<file path="config.mk">
export PLATFORM = sky130hd
export DESIGN_NAME = intt_ctrl_flat
export DESIGN_NICKNAME = d
export VERILOG_FILES = /design/src/rtl/intt_pkg.sv /design/src/rtl/intt_ctrl_if.sv /design/src/rtl/intt_addr_gen.sv /design/src/rtl/intt_ctrl.sv /design/src/flat_wrapper.sv
export SDC_FILE = /design/constraint.sdc
export NUM_CORES = 1
export LEC_CHECK = 0
export ABC_AREA = 0
export BUFFER_PORTS_ARGS = -buffer_cell sky130_fd_sc_hd__buf_2
export CAP_MARGIN = 20
export CORE_MARGIN = 5
export CORE_UTILIZATION = 51
export CTS_CLUSTER_DIAMETER = 40
export CTS_CLUSTER_SIZE = 25
export DETAILED_ROUTE_END_ITERATION = 10
export PLACE_DENSITY = 0.81
export SYNTH_ARGS = -nofsm -noshare
export SYNTH_HDL_FRONTEND = slang
export SYNTH_SLANG_ARGS = --single-unit
</file>
<file path="constraint.sdc">
create_clock -name clk -period 2.6 [get_ports clk]
set_input_delay 0 -clock clk [delete_from_list [all_inputs] [get_ports clk]]
set_output_delay 0 -clock clk [all_outputs]
set_load 0.01 [all_outputs]
</file>
<file path="src/rtl/intt_pkg.sv">
// Shared definitions for the inverse-NTT sequencer: FSM state encoding,
// PE c-operand source codes and the modulus/coefficient width of the datapath.
package intt_pkg;

  typedef enum logic [3:0] {
    IDLE,
    RD,
    LAT,
    WA,
    WB,
    SRD,
    SLAT,
    SWR,
    DONE
  } state_t;

  localparam logic [1:0] CSEL_TW   = 2'd0;
  localparam logic [1:0] CSEL_ONE  = 2'd1;
  localparam logic [1:0] CSEL_NINV = 2'd2;

  localparam int Q      = 257;
  localparam int COEF_W = 9;

endpackage

</file>
<file path="src/rtl/intt_ctrl_if.sv">
// Control bus between the INTT sequencer and the coefficient RAM / PE datapath.
interface intt_ctrl_if #(
  parameter int LOGN = 3
) ();

  logic            start;
  logic            busy;
  logic            done;
  logic            mem_re;
  logic [LOGN-1:0] mem_ra;
  logic [LOGN-1:0] mem_rb;
  logic            op_le;
  logic            mem_we;
  logic [LOGN-1:0] mem_wa;
  logic            pe_sub;
  logic            pe_bz;
  logic [1:0]      c_sel;
  logic [LOGN-2:0] tw_idx;

  modport master (
    input  start,
    output busy, done, mem_re, mem_ra, mem_rb, op_le,
    output mem_we, mem_wa, pe_sub, pe_bz, c_sel, tw_idx
  );

  modport slave (
    output start,
    input  busy, done, mem_re, mem_ra, mem_rb, op_le,
    input  mem_we, mem_wa, pe_sub, pe_bz, c_sel, tw_idx
  );

endinterface

</file>
<file path="src/rtl/intt_addr_gen.sv">
// Stage/group/offset and scaling-index counters for the INTT walk; derives the
// butterfly pair addresses and the inverse-twiddle index.
module intt_addr_gen
  import intt_pkg::*;
#(
  parameter int LOGN = 3
) (
  input  logic            clk,
  input  logic            rst,
  input  logic            clr,
  input  logic            step,
  input  logic            scl,
  output logic [LOGN-1:0] addr_j,
  output logic [LOGN-1:0] addr_jl,
  output logic [LOGN-1:0] addr_i,
  output logic [LOGN-2:0] tw_idx,
  output logic            last_bfly,
  output logic            last_stage,
  output logic            last_scale
);

  localparam int CW = LOGN + 1;
  localparam logic [CW-1:0] N = {1'b1, {LOGN{1'b0}}};

  logic [CW-1:0] s_reg, g_reg, k_reg, i_reg;
  logic [CW-1:0] len, k_inc, g_inc, sh;

  assign len   = CW'(1) << s_reg;
  assign k_inc = k_reg + CW'(1);
  assign g_inc = g_reg + (len << 1);
  assign sh    = CW'(LOGN - 1) - s_reg;

  assign addr_j  = g_reg[LOGN-1:0] + k_reg[LOGN-1:0];
  assign addr_jl = addr_j + len[LOGN-1:0];
  assign addr_i  = i_reg[LOGN-1:0];
  // k < len keeps the shifted index inside the n/2-entry ROM
  assign tw_idx  = k_reg[LOGN-2:0] << sh;

  assign last_bfly  = (k_inc == len) && (g_inc == N);
  assign last_stage = (s_reg == CW'(LOGN - 1));
  assign last_scale = (i_reg == N - CW'(1));

  always_ff @(posedge clk or posedge rst) begin
    if (rst) begin
      s_reg <= '0;
      g_reg <= '0;
      k_reg <= '0;
      i_reg <= '0;
    end else if (clr) begin
      s_reg <= '0;
      g_reg <= '0;
      k_reg <= '0;
      i_reg <= '0;
    end else if (step) begin
      if (scl) begin
        i_reg <= i_reg + CW'(1);
      end else if (k_inc == len) begin
        k_reg <= '0;
        if (g_inc == N) begin
          g_reg <= '0;
          s_reg <= s_reg + CW'(1);
        end else begin
          g_reg <= g_inc;
        end
      end else begin
        k_reg <= k_inc;
      end
    end
  end

endmodule

</file>
<file path="src/rtl/intt_ctrl.sv">
// Gentleman-Sande inverse-NTT sequencer: four cycles per butterfly, then an
// optional n^-1 scaling pass, driving only RAM/PE control.
module intt_ctrl
  import intt_pkg::*;
#(
  parameter int LOGN  = 3,
  parameter bit SCALE = 1'b1
) (
  input  logic         clk,
  input  logic         rst,
  intt_ctrl_if.master  bus
);

  state_t state_reg, state_next;

  logic            clr, step, scl;
  logic [LOGN-1:0] addr_j, addr_jl, addr_i;
  logic [LOGN-2:0] tw_idx;
  logic            last_bfly, last_stage, last_scale;

  intt_addr_gen #(.LOGN(LOGN)) u_addr (
    .clk        (clk),
    .rst        (rst),
    .clr        (clr),
    .step       (step),
    .scl        (scl),
    .addr_j     (addr_j),
    .addr_jl    (addr_jl),
    .addr_i     (addr_i),
    .tw_idx     (tw_idx),
    .last_bfly  (last_bfly),
    .last_stage (last_stage),
    .last_scale (last_scale)
  );

  always_ff @(posedge clk or posedge rst) begin
    if (rst) state_reg <= IDLE;
    else     state_reg <= state_next;
  end

  // Outputs decode from the state register only, so an async reset clears them at once
  always_comb begin
    state_next  = state_reg;
    clr         = 1'b0;
    step        = 1'b0;
    scl         = 1'b0;
    bus.busy    = (state_reg != IDLE);
    bus.done    = 1'b0;
    bus.mem_re  = 1'b0;
    bus.mem_ra  = '0;
    bus.mem_rb  = '0;
    bus.op_le   = 1'b0;
    bus.mem_we  = 1'b0;
    bus.mem_wa  = '0;
    bus.pe_sub  = 1'b0;
    bus.pe_bz   = 1'b0;
    bus.c_sel   = CSEL_TW;
    bus.tw_idx  = '0;
    case (state_reg)
      IDLE: begin
        if (bus.start) begin
          clr        = 1'b1;
          state_next = RD;
        end
      end
      RD: begin
        bus.mem_re = 1'b1;
        bus.mem_ra = addr_j;
        bus.mem_rb = addr_jl;
        state_next = LAT;
      end
      LAT: begin
        bus.op_le  = 1'b1;
        bus.tw_idx = tw_idx;
        state_next = WA;
      end
      WA: begin
        bus.mem_we = 1'b1;
        bus.mem_wa = addr_j;
        bus.c_sel  = CSEL_ONE;
        bus.tw_idx = tw_idx;
        state_next = WB;
      end
      WB: begin
        bus.mem_we = 1'b1;
        bus.mem_wa = addr_jl;
        bus.pe_sub = 1'b1;
        bus.c_sel  = CSEL_TW;
        bus.tw_idx = tw_idx;
        step       = 1'b1;
        if (last_bfly && last_stage) state_next = SCALE ? SRD : DONE;
        else                         state_next = RD;
      end
      SRD: begin
        bus.mem_re = 1'b1;
        bus.mem_ra = addr_i;
        bus.mem_rb = addr_i;
        state_next = SLAT;
      end
      SLAT: begin
        bus.op_le  = 1'b1;
        state_next = SWR;
      end
      SWR: begin
        bus.mem_we = 1'b1;
        bus.mem_wa = addr_i;
        bus.pe_bz  = 1'b1;
        bus.c_sel  = CSEL_NINV;
        step       = 1'b1;
        scl        = 1'b1;
        state_next = last_scale ? DONE : SRD;
      end
      DONE: begin
        bus.done   = 1'b1;
        state_next = IDLE;
      end
      default: state_next = IDLE;
    endcase
  end

endmodule

</file>
<file path="src/flat_wrapper.sv">
// flat-port wrapper written by rule: the top's interface ports become plain ports
module intt_ctrl_flat import intt_pkg::*;
#(
  parameter int LOGN  = 3,
  parameter bit SCALE = 1'b1
)
  (clk, rst, bus_start, bus_busy, bus_done, bus_mem_re, bus_mem_ra, bus_mem_rb, bus_op_le, bus_mem_we, bus_mem_wa, bus_pe_sub, bus_pe_bz, bus_c_sel, bus_tw_idx);
  intt_ctrl_if #(.LOGN(LOGN)) bus_i ();
  input  logic clk;
  input  logic rst;
  input wire logic [$bits(bus_i.start)-1:0] bus_start;
  output wire logic [$bits(bus_i.busy)-1:0] bus_busy;
  output wire logic [$bits(bus_i.done)-1:0] bus_done;
  output wire logic [$bits(bus_i.mem_re)-1:0] bus_mem_re;
  output wire logic [$bits(bus_i.mem_ra)-1:0] bus_mem_ra;
  output wire logic [$bits(bus_i.mem_rb)-1:0] bus_mem_rb;
  output wire logic [$bits(bus_i.op_le)-1:0] bus_op_le;
  output wire logic [$bits(bus_i.mem_we)-1:0] bus_mem_we;
  output wire logic [$bits(bus_i.mem_wa)-1:0] bus_mem_wa;
  output wire logic [$bits(bus_i.pe_sub)-1:0] bus_pe_sub;
  output wire logic [$bits(bus_i.pe_bz)-1:0] bus_pe_bz;
  output wire logic [$bits(bus_i.c_sel)-1:0] bus_c_sel;
  output wire logic [$bits(bus_i.tw_idx)-1:0] bus_tw_idx;
  assign bus_i.start = bus_start;
  assign bus_busy = bus_i.busy;
  assign bus_done = bus_i.done;
  assign bus_mem_re = bus_i.mem_re;
  assign bus_mem_ra = bus_i.mem_ra;
  assign bus_mem_rb = bus_i.mem_rb;
  assign bus_op_le = bus_i.op_le;
  assign bus_mem_we = bus_i.mem_we;
  assign bus_mem_wa = bus_i.mem_wa;
  assign bus_pe_sub = bus_i.pe_sub;
  assign bus_pe_bz = bus_i.pe_bz;
  assign bus_c_sel = bus_i.c_sel;
  assign bus_tw_idx = bus_i.tw_idx;
  intt_ctrl #(.LOGN(LOGN), .SCALE(SCALE)) u_core (.clk(clk), .rst(rst), .bus(bus_i));
endmodule
</file>
* Word-level counts from Yosys, hierarchy flattened
Index checks and enable logic that the tools add are counted.
** Cells by class
- Add/subtract/negate cells :: 7
- Eq/ne operators :: 14
- Shift-type cells :: 2
- Muxes and demuxes :: 35
- Reduce and logical (&&, ||, !) cells :: 17
** Operators with widths (number)
- 4-bit 2-to-1 mux :: 19
- 4-bit case mux with 8 select lines :: 1
- 4-bit by 3-bit == test with 1-bit output, second input constant :: 5
- 4-bit by 1-bit adder with 4-bit output, second input constant :: 3
- 4-bit by 2-bit == test with 1-bit output, second input constant :: 3
- 3-bit case mux with 2 select lines :: 2
- 1-bit 2-to-1 mux :: 9
- 3-bit case mux with 3 select lines :: 1
- 4-bit == test, second input constant :: 2
- 2-bit nonzero test :: 4
- 3-bit adder :: 2
- 2-bit OR reduction :: 3
- 3-bit OR reduction :: 2
- 4-bit adder :: 1
- 4-bit by 1-bit == test with 1-bit output, second input constant :: 1
- 4-bit == test :: 1
- 4-bit zero test :: 1
- 2-bit case mux with 2 select lines :: 1
- 2-bit AND reduction :: 2
- 4-bit AND reduction :: 1
- 4-bit nonzero test :: 1
- 1-bit by 4-bit left shift with 4-bit output, first input constant :: 1
- 2-bit by 4-bit left shift with 2-bit output :: 1
- 2-bit by 4-bit subtractor with 4-bit output, first input constant :: 1
- other kinds (6) :: 7
** Word-level totals
- Bits in registers :: 20
- Input port bits :: 3
- Output and inout port bits :: 20
- Word-level logic and storage cells :: 80

* Longest topological paths before layout
- Depth in word-level cells :: 8
- Gate-level depth with buffers :: 10
- Depth with buffers taken out :: 9

* Hierarchy
A second synthesis with hierarchy kept.
** Second synthesis, totals
- Cells, all modules :: 183
- Area, all modules :: 1662.8 um2
** Modules (own cells, without submodules)
- intt_addr_gen :: instances 1, cells an instance 125, area each 1187.4 um2, seq. area each 375.4 um2
- intt_ctrl :: instances 1, cells an instance 58, area each 475.5 um2, seq. area each 100.1 um2

* Least setup slack after synthesis
OpenSTA, ideal clock, no wires.
- Path type :: reg2reg
- Start point :: register u_core.u_addr.s_reg[2]
- End point :: register u_core.u_addr.s_reg[3]
- Setup time :: 78 ps
- Arrival time :: 2663 ps
- Required time :: 2522 ps
- Setup slack :: -141 ps
- Cell stages (with the launch flop) :: 11
- Path buffers :: 1
- Clock period less this slack :: 2741 ps
- Cells stage by stage :: dfrtp_1 -> buf_2 -> nor4_1 -> ha_1 -> inv_1 -> fa_1 -> xor2_1 -> xnor2_1 -> nand3_1 -> or4_1 -> a21oi_1
** Between the ends
- Word-level cells in the longest chain between the ends :: 6
- Elaborated cells on any way between the ends :: 13
- Classes of those cells :: 2 x add/sub; 2 x eq/ne; 1 x shift; 5 x mux; 3 x reduce/logical
** Ends and longest elaborated chain
- start, declared :: line intt_addr_gen.sv:25 : logic [CW-1:0] s_reg, g_reg, k_reg, i_reg;
- start signal, assigned :: line intt_addr_gen.sv:61 : s_reg <= s_reg + CW'(1);
- 4-bit by 1-bit adder with 4-bit output :: line intt_addr_gen.sv:61
- 4-bit 2-to-1 mux :: line intt_addr_gen.sv:59 : if (g_inc == N) begin
- 4-bit 2-to-1 mux :: line intt_addr_gen.sv:57 : end else if (k_inc == len) begin
- 4-bit 2-to-1 mux :: line intt_addr_gen.sv:55 : if (scl) begin
- 4-bit 2-to-1 mux :: line intt_addr_gen.sv:54 : end else if (step) begin
- 4-bit 2-to-1 mux :: line intt_addr_gen.sv:49 : end else if (clr) begin
Several ways; a longest one is shown, not always the timed one. The select of a mux whose other input is x is not followed.
A chain may end at the register's enable or synchronous reset.

* Worst setup path in the final report
- Start point :: register u_core.u_addr.s_reg[1]
- End point :: register u_core.u_addr.s_reg[3]
Same word-level chain as after synthesis.

==> flow_summary.json <==
{
  "synth_top_area_share_pct": 30.9,
  "vias_per_cell": 5.65,
  "synthArstFlopShare_pct": 100,
  "cts_root_buf": "clkbuf_4",
  "skew_ps": 11.5,
  "synth.most_common_cell": "nor2_1",
  "fill_cells": 272,
  "ys.flop_type": "dfrtp_1",
  "dp.final_hpwl_um": 2610,
  "fp.dieW_um": 64.9,
  "avgSynthCellArea_um2": 8.54,
  "start_util_pct": 51.6,
  "port_buffers": 22,
  "postRouteAntennaNets": 0,
  "drive_gt1_share_pct": 25.5,
  "holdWs_ps": 49.6,
  "coreArea_mm2": 0.00298,
  "cts_made_buffers": 3,
  "power.total_mw": 1.89,
  "setup_viol": 0,
  "crit_path_end_kind": "register",
  "cts_max_level": 1,
  "syn_inst": 180,
  "arrival_ps": 2820,
  "grt_pass1_wl_um": 5720,
  "place_congestion": 0.772,
  "grt_usage_pct": 17.5,
  "synth_common_cells": "20 x nor2_1, 19 x dfrtp_1, 19 x nand2_1",
  "finalCritPeriodShare_pct": 98.8,
  "start_kind": "register",
  "dr.pass1.iters": 4,
  "io_pins": 23,
  "wl_um": 3440,
  "crit_type": "reg -> reg",
  "yosysSeqAreaShare_pct": 30.9,
  "hold_viol": 0,
  "wire_per_inst_um": 14.5,
  "antenna_found_initial": 0,
  "hp-class": "in -> reg",
  "power_leakage_nw": 0.802,
  "n_antenna_cell": 0,
  "cts_setup_buffers": 0,
  "dieHeight_um": 64.9,
  "power_density_mw_per_mm2": 1060,
  "worst_pin_slew_ps": 751,
  "cts_tree": "yes",
  "drv_slew": 0,
  "fin_area_mm2": 0.00178,
  "slew_headroom_pct": 49.9,
  "ys_ff_latch": 19,
  "clk_latency_ps": 320,
  "status": "finished, final reports clean",
  "min_period_ps": 2570,
  "dpl_cell_area_mm2": 0.00171,
  "synth_cell_types": 45,
  "required_ps": 2850,
  "syn-cell-area_mm2": 0.00154,
  "dieArea_mm2": 0.00421,
  "clkTransAtPathRegs_ps": 130,
  "grt_pass1_vias": 1253,
  "clockBufferDepth": 2,
  "synth.top_cells.by_area": "dfrtp_1 31%, ha_1 6.5%, xnor2_1 5.1%",
  "maxCapViolCount": 0,
  "rsz0062_at_grt": "true",
  "first_iter_violations": 58,
  "ir_worst_vdd_uv": 470,
  "synth_top_cell_by_area": "dfrtp_1",
  "path_max_fanout": 3,
  "grt_max_degree": 20,
  "clock.fmax_mhz": 389,
  "fin_util_pct": 59.7,
  "synth-edff-count": 0,
  "synth_nets": 193,
  "final_nets": 218,
  "area_growth_pct": 15.6,
  "vias": 1338,
  "cts.sinks": 19,
  "synth_warnings": 0,
  "core.rowCount": 20,
  "gr-total-overflow": 0,
  "drc_errors": 0
}
-- per-stage QoR --
stage	setup TNS [ps]	setup slack, ps	cells
after floorplan	0	5.81	180
after global placement	0	150	232
after detailed placement	0	76.0	232
after CTS	0	8.63	237
after global routing	-263	-106	237
final	0	31.0	237
-- power by group --
part           total, mW  internal (mW)  switching (mW)
combinational       1.13          0.518           0.610
clock              0.165         0.0577           0.108
sequential         0.600          0.399           0.201
-- worst max-delay path: stages (launching register included) --
cell     delay (ps)
dfrtp_1         450
nor4b_2         340
inv_1           150
fa_2            410
xor2_1          200
xnor2_1         160
nand3_1         120
or4_4           550
a21oi_2         120
-- kinds of logic (layout without fill, tap and decap cells) --
logic type | Yosys count | in the layout | share of synthesized area (%)
buf+inv | 23 | 47 | 6.51
mux | 6 | 6 | 3.91
simple gates | 78 | 78 | 28.8
xor+xnor | 15 | 15 | 9.44
compound gates | 29 | 29 | 11.3
fa+ha+maj | 10 | 10 | 9.11
flops | 19 | 19 | 30.9
-- timing repair --
item,4_1_cts,5_1_grt
endpoints found under the hold margin,19,0
resized for setup,0,8
endpoints found under the setup margin,0,7
hold buffers,1,0
-- final timing paths --
check	slack, ps	endpoint	depth (start not counted)	from
worst max-delay path	30	u_core.u_addr.s_reg[3]	8	u_core.u_addr.s_reg[1]
worst min-delay path	50	u_core.state_reg[0]	5	bus_start
worst max register to register	30	u_core.u_addr.s_reg[3]	8	u_core.u_addr.s_reg[1]
worst min register to register	550	u_core.u_addr.i_reg[3]	2	u_core.u_addr.i_reg[3]
max in group asynchronous	1790	u_core.u_addr.k_reg[2]	3	rst
min in group asynchronous	330	u_core.state_reg[1]	3	rst
-- metal layers --
metal	track usage [%]	vias up	routed length [µm]
li1	-	667	-
met1	21.4	651	1540
met2	30.5	15	1780
met3	2.60	5	77
met4	6.86	0	48
met5	0	-	0
-- final cells by class --
class                           count  area (µm²)  area share (%)
Multi-Input combinational cell    138        1000            56.5
Sequential cell                    19         475            26.7
Timing Repair Buffer               32         188            10.6
Inverter                           11        41.3            2.32
Tap cell                           33        41.3            2.32
Clock buffer                        3        22.5            1.27
Clock inverter                      1        5.00           0.281
-- cells in the final DEF (no fill, tap or decap), types with 3 or more instances in the layout --
master / netlist / layout
nand2b_1: 5 / 5
a21oi_1: 11 / 10
dfrtp_1: 19 / 19
mux2i_1: 6 / 6
inv_1: 11 / 10
buf_4: 2 / 9
nand3_1: 9 / 9
xnor2_1: 9 / 8
nand2_1: 19 / 19
clkbuf_4: 0 / 3
xor2_1: 5 / 5
nor2_1: 20 / 19
buf_2: 5 / 22
o21ai_0: 8 / 8
ha_1: 8 / 7
Note: power is estimated with default switching activity, not from simulation.
